## src/rtl/avalon_sampler_pkg.sv

```systemverilog
// Shared sizing helpers for the Avalon-ST sampler and its stream interface.
package avalon_sampler_pkg;

  // Width of the Avalon-ST empty field: enough bits to count unused bytes,
  // never narrower than one bit so a one-byte bus still carries the field.
  function automatic int empty_width(input int bytes);
    return (bytes <= 1) ? 1 : $clog2(bytes);
  endfunction

  // Width of a pointer that indexes depth entries, at least one bit so a
  // single-entry buffer still has a legal (constant-zero) pointer.
  function automatic int ptr_width(input int depth);
    return (depth <= 1) ? 1 : $clog2(depth);
  endfunction

endpackage : avalon_sampler_pkg

```

## src/rtl/avalon_st_if.sv

```systemverilog
// Avalon-ST stream bundle. Modports are named from the point of view of the
// block that connects to them: a sink reads the beat and drives rdy, a
// source drives the beat and reads rdy.
interface avalon_st_if #(
  parameter int DATA_WIDTH_IN_BYTES = 1
);
  import avalon_sampler_pkg::*;

  localparam int EMPTY_W = empty_width(DATA_WIDTH_IN_BYTES);

  logic [8*DATA_WIDTH_IN_BYTES-1:0] data;
  logic                             vld;
  logic                             rdy;
  logic                             sop;
  logic                             eop;
  logic [EMPTY_W-1:0]               empty;

  modport sink (
    input  data, vld, sop, eop, empty,
    output rdy
  );

  modport source (
    output data, vld, sop, eop, empty,
    input  rdy
  );

endinterface : avalon_st_if

```

## src/rtl/avalon_sampler_fifo.sv

```systemverilog
// Generic register-based first-in-first-out buffer with first-word
// fall-through: the oldest entry is always presented on pop_data_o.
module avalon_sampler_fifo
  import avalon_sampler_pkg::*;
#(
  parameter int WIDTH = 8,
  parameter int DEPTH = 2
) (
  input  logic             clk,
  input  logic             rst_n,
  input  logic             push_vld_i,
  output logic             push_rdy_o,
  input  logic [WIDTH-1:0] push_data_i,
  output logic             pop_vld_o,
  input  logic             pop_rdy_i,
  output logic [WIDTH-1:0] pop_data_o,
  output logic             full_o,
  output logic             empty_o
);

  localparam int PW = ptr_width(DEPTH);
  localparam int CW = $clog2(DEPTH + 1);

  logic [WIDTH-1:0] mem_q [DEPTH];
  logic [PW-1:0]    wr_ptr_q, wr_ptr_d;
  logic [PW-1:0]    rd_ptr_q, rd_ptr_d;
  logic [CW-1:0]    cnt_q, cnt_d;
  logic             push_fire;
  logic             pop_fire;

  // Pointers wrap explicitly so DEPTH need not be a power of two.
  function automatic logic [PW-1:0] inc_ptr(input logic [PW-1:0] p);
    return (p == PW'(DEPTH - 1)) ? '0 : p + 1'b1;
  endfunction

  // Status comes only from the occupancy count, so ready never depends on
  // the downstream handshake.
  assign full_o     = (cnt_q == CW'(DEPTH));
  assign empty_o    = (cnt_q == '0);
  assign push_rdy_o = !full_o;
  assign pop_vld_o  = !empty_o;
  assign pop_data_o = mem_q[rd_ptr_q];

  assign push_fire = push_vld_i && !full_o;
  assign pop_fire  = pop_rdy_i && !empty_o;

  // Next-state for pointers and occupancy from the two handshakes.
  always_comb begin
    wr_ptr_d = wr_ptr_q;
    rd_ptr_d = rd_ptr_q;
    cnt_d    = cnt_q;
    if (push_fire) wr_ptr_d = inc_ptr(wr_ptr_q);
    if (pop_fire)  rd_ptr_d = inc_ptr(rd_ptr_q);
    unique case ({push_fire, pop_fire})
      2'b10:   cnt_d = cnt_q + 1'b1;
      2'b01:   cnt_d = cnt_q - 1'b1;
      default: cnt_d = cnt_q;
    endcase
  end

  // Control state; reset empties the buffer immediately.
  always_ff @(posedge clk or negedge rst_n) begin
    if (!rst_n) begin
      wr_ptr_q <= '0;
      rd_ptr_q <= '0;
      cnt_q    <= '0;
    end else begin
      wr_ptr_q <= wr_ptr_d;
      rd_ptr_q <= rd_ptr_d;
      cnt_q    <= cnt_d;
    end
  end

  // Storage; cleared on reset so the idle output word reads as zero.
  always_ff @(posedge clk or negedge rst_n) begin
    if (!rst_n) begin
      for (int i = 0; i < DEPTH; i++) mem_q[i] <= '0;
    end else if (push_fire) begin
      mem_q[wr_ptr_q] <= push_data_i;
    end
  end

endmodule : avalon_sampler_fifo

```

## src/rtl/avalon_sampler.sv

```systemverilog
// Avalon-ST storage stage: buffers up to CAPACITY complete beats between a
// stream source and sink. Framing fields ride along with the data untouched.
module avalon_sampler
  import avalon_sampler_pkg::*;
#(
  parameter int CAPACITY = 2
) (
  input  logic        clk,
  input  logic        rst_n,
  avalon_st_if.sink   msg_in,
  avalon_st_if.source msg_out
);

  // Beat geometry comes from the connected interfaces; both sides are
  // expected to carry the same byte width.
  localparam int DW   = $bits(msg_in.data);
  localparam int EW   = $bits(msg_in.empty);
  localparam int WORD = DW + EW + 2;

  logic [WORD-1:0] push_word;
  logic [WORD-1:0] pop_word;
  logic            push_rdy;
  logic            pop_vld;
  logic            fifo_full;
  logic            fifo_empty;

  // Word layout, MSB first: sop, eop, empty, data.
  assign push_word = {msg_in.sop, msg_in.eop, msg_in.empty, msg_in.data};

  avalon_sampler_fifo #(
    .WIDTH (WORD),
    .DEPTH (CAPACITY)
  ) u_fifo (
    .clk         (clk),
    .rst_n       (rst_n),
    .push_vld_i  (msg_in.vld),
    .push_rdy_o  (push_rdy),
    .push_data_i (push_word),
    .pop_vld_o   (pop_vld),
    .pop_rdy_i   (msg_out.rdy),
    .pop_data_o  (pop_word),
    .full_o      (fifo_full),
    .empty_o     (fifo_empty)
  );

  assign msg_in.rdy    = push_rdy && !fifo_full;
  assign msg_out.vld   = pop_vld && !fifo_empty;
  assign msg_out.data  = pop_word[DW-1:0];
  assign msg_out.empty = pop_word[DW +: EW];
  assign msg_out.eop   = pop_word[DW+EW];
  assign msg_out.sop   = pop_word[DW+EW+1];

endmodule : avalon_sampler

```

## src/flat_wrapper.sv

```systemverilog
// flat-port wrapper written by rule: the top's interface ports become plain ports
module avalon_sampler_flat import avalon_sampler_pkg::*;
#(
  parameter int CAPACITY = 2
)
  (clk, rst_n, msg_in_data, msg_in_vld, msg_in_sop, msg_in_eop, msg_in_empty, msg_in_rdy, msg_out_data, msg_out_vld, msg_out_sop, msg_out_eop, msg_out_empty, msg_out_rdy);
  avalon_st_if #(.DATA_WIDTH_IN_BYTES(1)) msg_in_i ();
  avalon_st_if #(.DATA_WIDTH_IN_BYTES(1)) msg_out_i ();
  input  logic clk;
  input  logic rst_n;
  input wire logic [$bits(msg_in_i.data)-1:0] msg_in_data;
  input wire logic [$bits(msg_in_i.vld)-1:0] msg_in_vld;
  input wire logic [$bits(msg_in_i.sop)-1:0] msg_in_sop;
  input wire logic [$bits(msg_in_i.eop)-1:0] msg_in_eop;
  input wire logic [$bits(msg_in_i.empty)-1:0] msg_in_empty;
  output wire logic [$bits(msg_in_i.rdy)-1:0] msg_in_rdy;
  output wire logic [$bits(msg_out_i.data)-1:0] msg_out_data;
  output wire logic [$bits(msg_out_i.vld)-1:0] msg_out_vld;
  output wire logic [$bits(msg_out_i.sop)-1:0] msg_out_sop;
  output wire logic [$bits(msg_out_i.eop)-1:0] msg_out_eop;
  output wire logic [$bits(msg_out_i.empty)-1:0] msg_out_empty;
  input wire logic [$bits(msg_out_i.rdy)-1:0] msg_out_rdy;
  assign msg_in_i.data = msg_in_data;
  assign msg_in_i.vld = msg_in_vld;
  assign msg_in_i.sop = msg_in_sop;
  assign msg_in_i.eop = msg_in_eop;
  assign msg_in_i.empty = msg_in_empty;
  assign msg_in_rdy = msg_in_i.rdy;
  assign msg_out_data = msg_out_i.data;
  assign msg_out_vld = msg_out_i.vld;
  assign msg_out_sop = msg_out_i.sop;
  assign msg_out_eop = msg_out_i.eop;
  assign msg_out_empty = msg_out_i.empty;
  assign msg_out_i.rdy = msg_out_rdy;
  avalon_sampler #(.CAPACITY(CAPACITY)) u_core (.clk(clk), .rst_n(rst_n), .msg_in(msg_in_i), .msg_out(msg_out_i));
endmodule
```

## config.mk

```make
export PLATFORM = sky130hd
export DESIGN_NAME = avalon_sampler_flat
export DESIGN_NICKNAME = d
export VERILOG_FILES = /design/src/rtl/avalon_sampler_pkg.sv /design/src/rtl/avalon_st_if.sv /design/src/rtl/avalon_sampler_fifo.sv /design/src/rtl/avalon_sampler.sv /design/src/flat_wrapper.sv
export SDC_FILE = /design/constraint.sdc
export NUM_CORES = 1
export LEC_CHECK = 0
export ABC_AREA = 1
export ABC_CLOCK_PERIOD_IN_PS = 2100
export CAP_MARGIN = 20
export CORE_MARGIN = 1
export CORE_UTILIZATION = 40
export DETAILED_ROUTE_END_ITERATION = 10
export SLEW_MARGIN = 10
export SYNTH_ARGS = -nofsm -noshare
export SYNTH_HDL_FRONTEND = slang
export SYNTH_SLANG_ARGS = --single-unit
```

## constraint.sdc

```tcl
create_clock -name clk -period 2.1 [get_ports clk]
set_input_delay 0.315 -clock clk [delete_from_list [all_inputs] [get_ports clk]]
set_output_delay 0.315 -clock clk [all_outputs]
set_load 0.01 [all_outputs]
```

==> results.yml <==
run_status:
  outcome: "completed"
sta:
  maxSlewViolCount: 0
  final.period_utilization_pct: 93.3
  final.setup_skew_ns: 0.00296
  worstMarginPinSlew_ns: 0.584
  fin_worst_hold_slack_ns: 0.355
  top_achievable_clock_speed_mhz: 511
  setup_tns_ns: 0
  worst_slew_margin_rel_pct: 61.0
  fin_crit_ns: 1.96
  grt_setup_unrepaired: "false"
  timing_hold_violations_final: 0
  setup_violations: 0
yosys:
  synth.lib_cells_used.distinct: 15
  syn-instance-count: 162
  synth.net_count: 178
  synth_warnings: 0
  avgSynthCellArea_sq_um: 8.53
  synth_seq_area_share_pct: 47.1
  post_synth_instance_area_sq_um: 1380
  number_of_flip_flops_and_latches_in_the_synthesized_netlist: 26
clock_network:
  worst_case_clock_buffer_depth: 2
  clock_tree_from_tritoncts: "done"
  worst_skew_pair.late_latency_ns: 0.32
  cts_made_buffers: 3
  tritoncts_num_sinks: 26
  clk_pin_slew_worst_paths_ns: 0.13
  root_buffer: "sky130_fd_sc_hd__clkbuf_4"
  post_cts_resized: 0
  cts-hold-fix-buffers: 0
  cts_setup_buffers: 0
  ctsHtreeMaxLevel: 1
die:
  initial_utilization_pct: 43.8
  pin_count: 28
  die_height_microns: 60.8
  std_cell_rows: 20
  floorplan.core_area_sq_um: 3150
  dieArea_sq_um: 3690
  die-width_microns: 60.8
route:
  routedWlPerCell_microns: 13.3
  routed_wirelength_mm: 3.03
  vias_per_cell: 4.95
  drt_first_pass_iters: 4
  overall_via_count_from_detail_route: 1129
  antenna_left: 0
  drcViolationCount: 0
  1st_iter_drt_viols: 44
setup_path:
  arrival_ns: 1.64
  critical_path_s_largest_stage_delay_ns: 0.47
  critical_path_end_type: "primary output"
  worstPathMaxFanout: 12
  destination_of_the_worst_register_to_register_timing_path: "u_core.u_fifo.cnt_q[1]"
  reg2regPathDepth: 7
  worst_path_most_repeated_cell: "sky130_fd_sc_hd__nand2_1"
  timing.critical_path.buf_inv: 2
  cp-start-kind: "flop"
  criticalPathCategory: "reg -> out"
  crit_path_cell_trace: "clkinvlp_4 > nand2_1 > nand2_1 > clkdlybuf4s50_1"
  slowest_stage: "sky130_fd_sc_hd__clkdlybuf4s50_1"
  worstSetupPathDepth: 4
  reg2reg_slack_ns: 0.61
  critical_path_required_ns: 1.78
  timing.rr.start: "u_core.u_fifo.cnt_q[1]"
  worst_path_dominant_cell_family: "buffers and inverters"
placement:
  gp_congestion: 0.782
  placement.io_buffers: 27
  detailedPlacementHpwl_mm: 1.97
  post-place-cells: 225
global_routing:
  track_usage_pct: 19.0
  number_of_antenna_violations_at_the_first_check_in_global_routing: 0
  wire_length_of_the_first_global_routing_pass_mm: 5.17
  grt_remaining_overflow: 0
  global_route.usage.met3_pct: 4.69
  first_global_vias: 1121
  global_route.usage.met1_pct: 23.7
  global_route.usage.met2_pct: 33.6
  pin_count_of_the_biggest_net_entering_global_routing: 27
  gr-max-usage-layer: "met2"
pwr:
  irDropWorstVdd_mv: 0.659
  powerDensity_nw_per_um2: 1500
  leakage_uw: 0.000824
final_layout:
  post-route-util_pct: 52.6
  final_layout_size_suffix_gt1_share_pct: 16.8
  layout_commonest_cell: "sky130_fd_sc_hd__nand2_1"
  mostFrequentLayoutCells: "sky130_fd_sc_hd__nand2_1, sky130_fd_sc_hd__clkdlybuf4s50_1, sky130_fd_sc_hd__dfrtp_1, sky130_fd_sc_hd__nand4_1, sky130_fd_sc_hd__nand2_2"
  layout-area-overhead-vs-synth_pct: 20.1
  fin_cells: 228
  diodes: 0
  nNetsFinal: 202
worst_hold_path:
  min-delay-path-class: "in -> async"
job:
  drv.max_cap_violation_count: 0
[routing by layer]
metal  wire length, microns  up-vias  share of wire (%)
li1                       -      573                  -
met4                     15        0               0.49
met5                      0        -                  0
met3                    112        2                3.7
met2                   1500       22                 49
met1                   1410      532                 46
[cell type report]
| class | count | area, sq um |
|---|---|---|
| fill | 341 | 1490 |
| sequential | 26 | 651 |
| multi-input combinational | 118 | 608 |
| timing repair buffer | 30 | 293 |
| tap | 44 | 55.1 |
| inverter | 7 | 30.0 |
| clock buffer | 3 | 22.5 |
[worst reg2reg max path: stages, from the launching register on]
cell                      delay [ns]
sky130_fd_sc_hd__dfrtp_1        0.48
sky130_fd_sc_hd__nand2_8        0.21
sky130_fd_sc_hd__nand2_1        0.12
sky130_fd_sc_hd__ha_1           0.32
sky130_fd_sc_hd__inv_1          0.09
sky130_fd_sc_hd__nand3_1        0.07
sky130_fd_sc_hd__nand2_1        0.06
sky130_fd_sc_hd__nand2_1        0.05
[through the flow]
step	cell area, sq um	setup slack (ns)	total power [uW]
2_1_floorplan	1380	0.692	1830
3_3_place_gp	1630	0.420	2240
3_5_place_dp	1630	0.391	2290
4_1_cts	1660	0.00609	2510
5_1_grt	1660	0.0280	2700
6_report	1660	0.141	2490
[cells by family (layout without fill, tap and decap cells)]
group	Yosys count	after routing	synth area share, %
AND/OR/NAND/NOR	116	116	42.5
XOR/XNOR	1	1	0.634
adder cells (fa/ha/maj)	1	1	0.906
buffers and inverters	18	40	8.88
flip-flops	26	26	47.1
[flip-flops by register name (all words and copies together) (netlist names)]
register                flops
u_core.u_fifo.cnt_q         2
u_core.u_fifo.mem_q        22
u_core.u_fifo.rd_ptr_q      1
u_core.u_fifo.wr_ptr_q      1
[where the power goes]
part / switching [uW] / internal (uW)
clock network: 144 / 67.2
logic: 714 / 598
registers: 222 / 740
total: 1080 / 1410
[worst max-delay path by stage]
stage	from	end
6_report	u_core.u_fifo.rd_ptr_q	msg_out_data[7]
5_1_grt	u_core.u_fifo.rd_ptr_q	msg_out_data[5]
4_1_cts	u_core.u_fifo.rd_ptr_q	msg_out_data[7]
3_5_place_dp	u_core.u_fifo.rd_ptr_q	msg_out_data[7]
3_3_place_gp	u_core.u_fifo.rd_ptr_q	msg_out_data[6]
2_1_floorplan	u_core.u_fifo.cnt_q[1]	u_core.u_fifo.cnt_q[1]
[synth_stat cells]
cell type / count / area (sq um)
sky130_fd_sc_hd__nand2_8: 1 / 20.0
sky130_fd_sc_hd__xnor2_1: 1 / 8.76
sky130_fd_sc_hd__inv_2: 2 / 7.51
sky130_fd_sc_hd__buf_2: 6 / 30.0
sky130_fd_sc_hd__dfrtp_1: 26 / 651
sky130_fd_sc_hd__nand2_1: 69 / 259
sky130_fd_sc_hd__buf_12: 2 / 40.0
sky130_fd_sc_hd__inv_1: 5 / 18.8
sky130_fd_sc_hd__nand3_1: 2 / 10.0
sky130_fd_sc_hd__buf_4: 2 / 15.0
sky130_fd_sc_hd__ha_1: 1 / 12.5
sky130_fd_sc_hd__buf_6: 1 / 11.3
sky130_fd_sc_hd__nand3_4: 2 / 35.0
sky130_fd_sc_hd__nand2_2: 19 / 119
sky130_fd_sc_hd__nand4_1: 23 / 144
No activity file was read; power rests on OpenSTA's default activity.
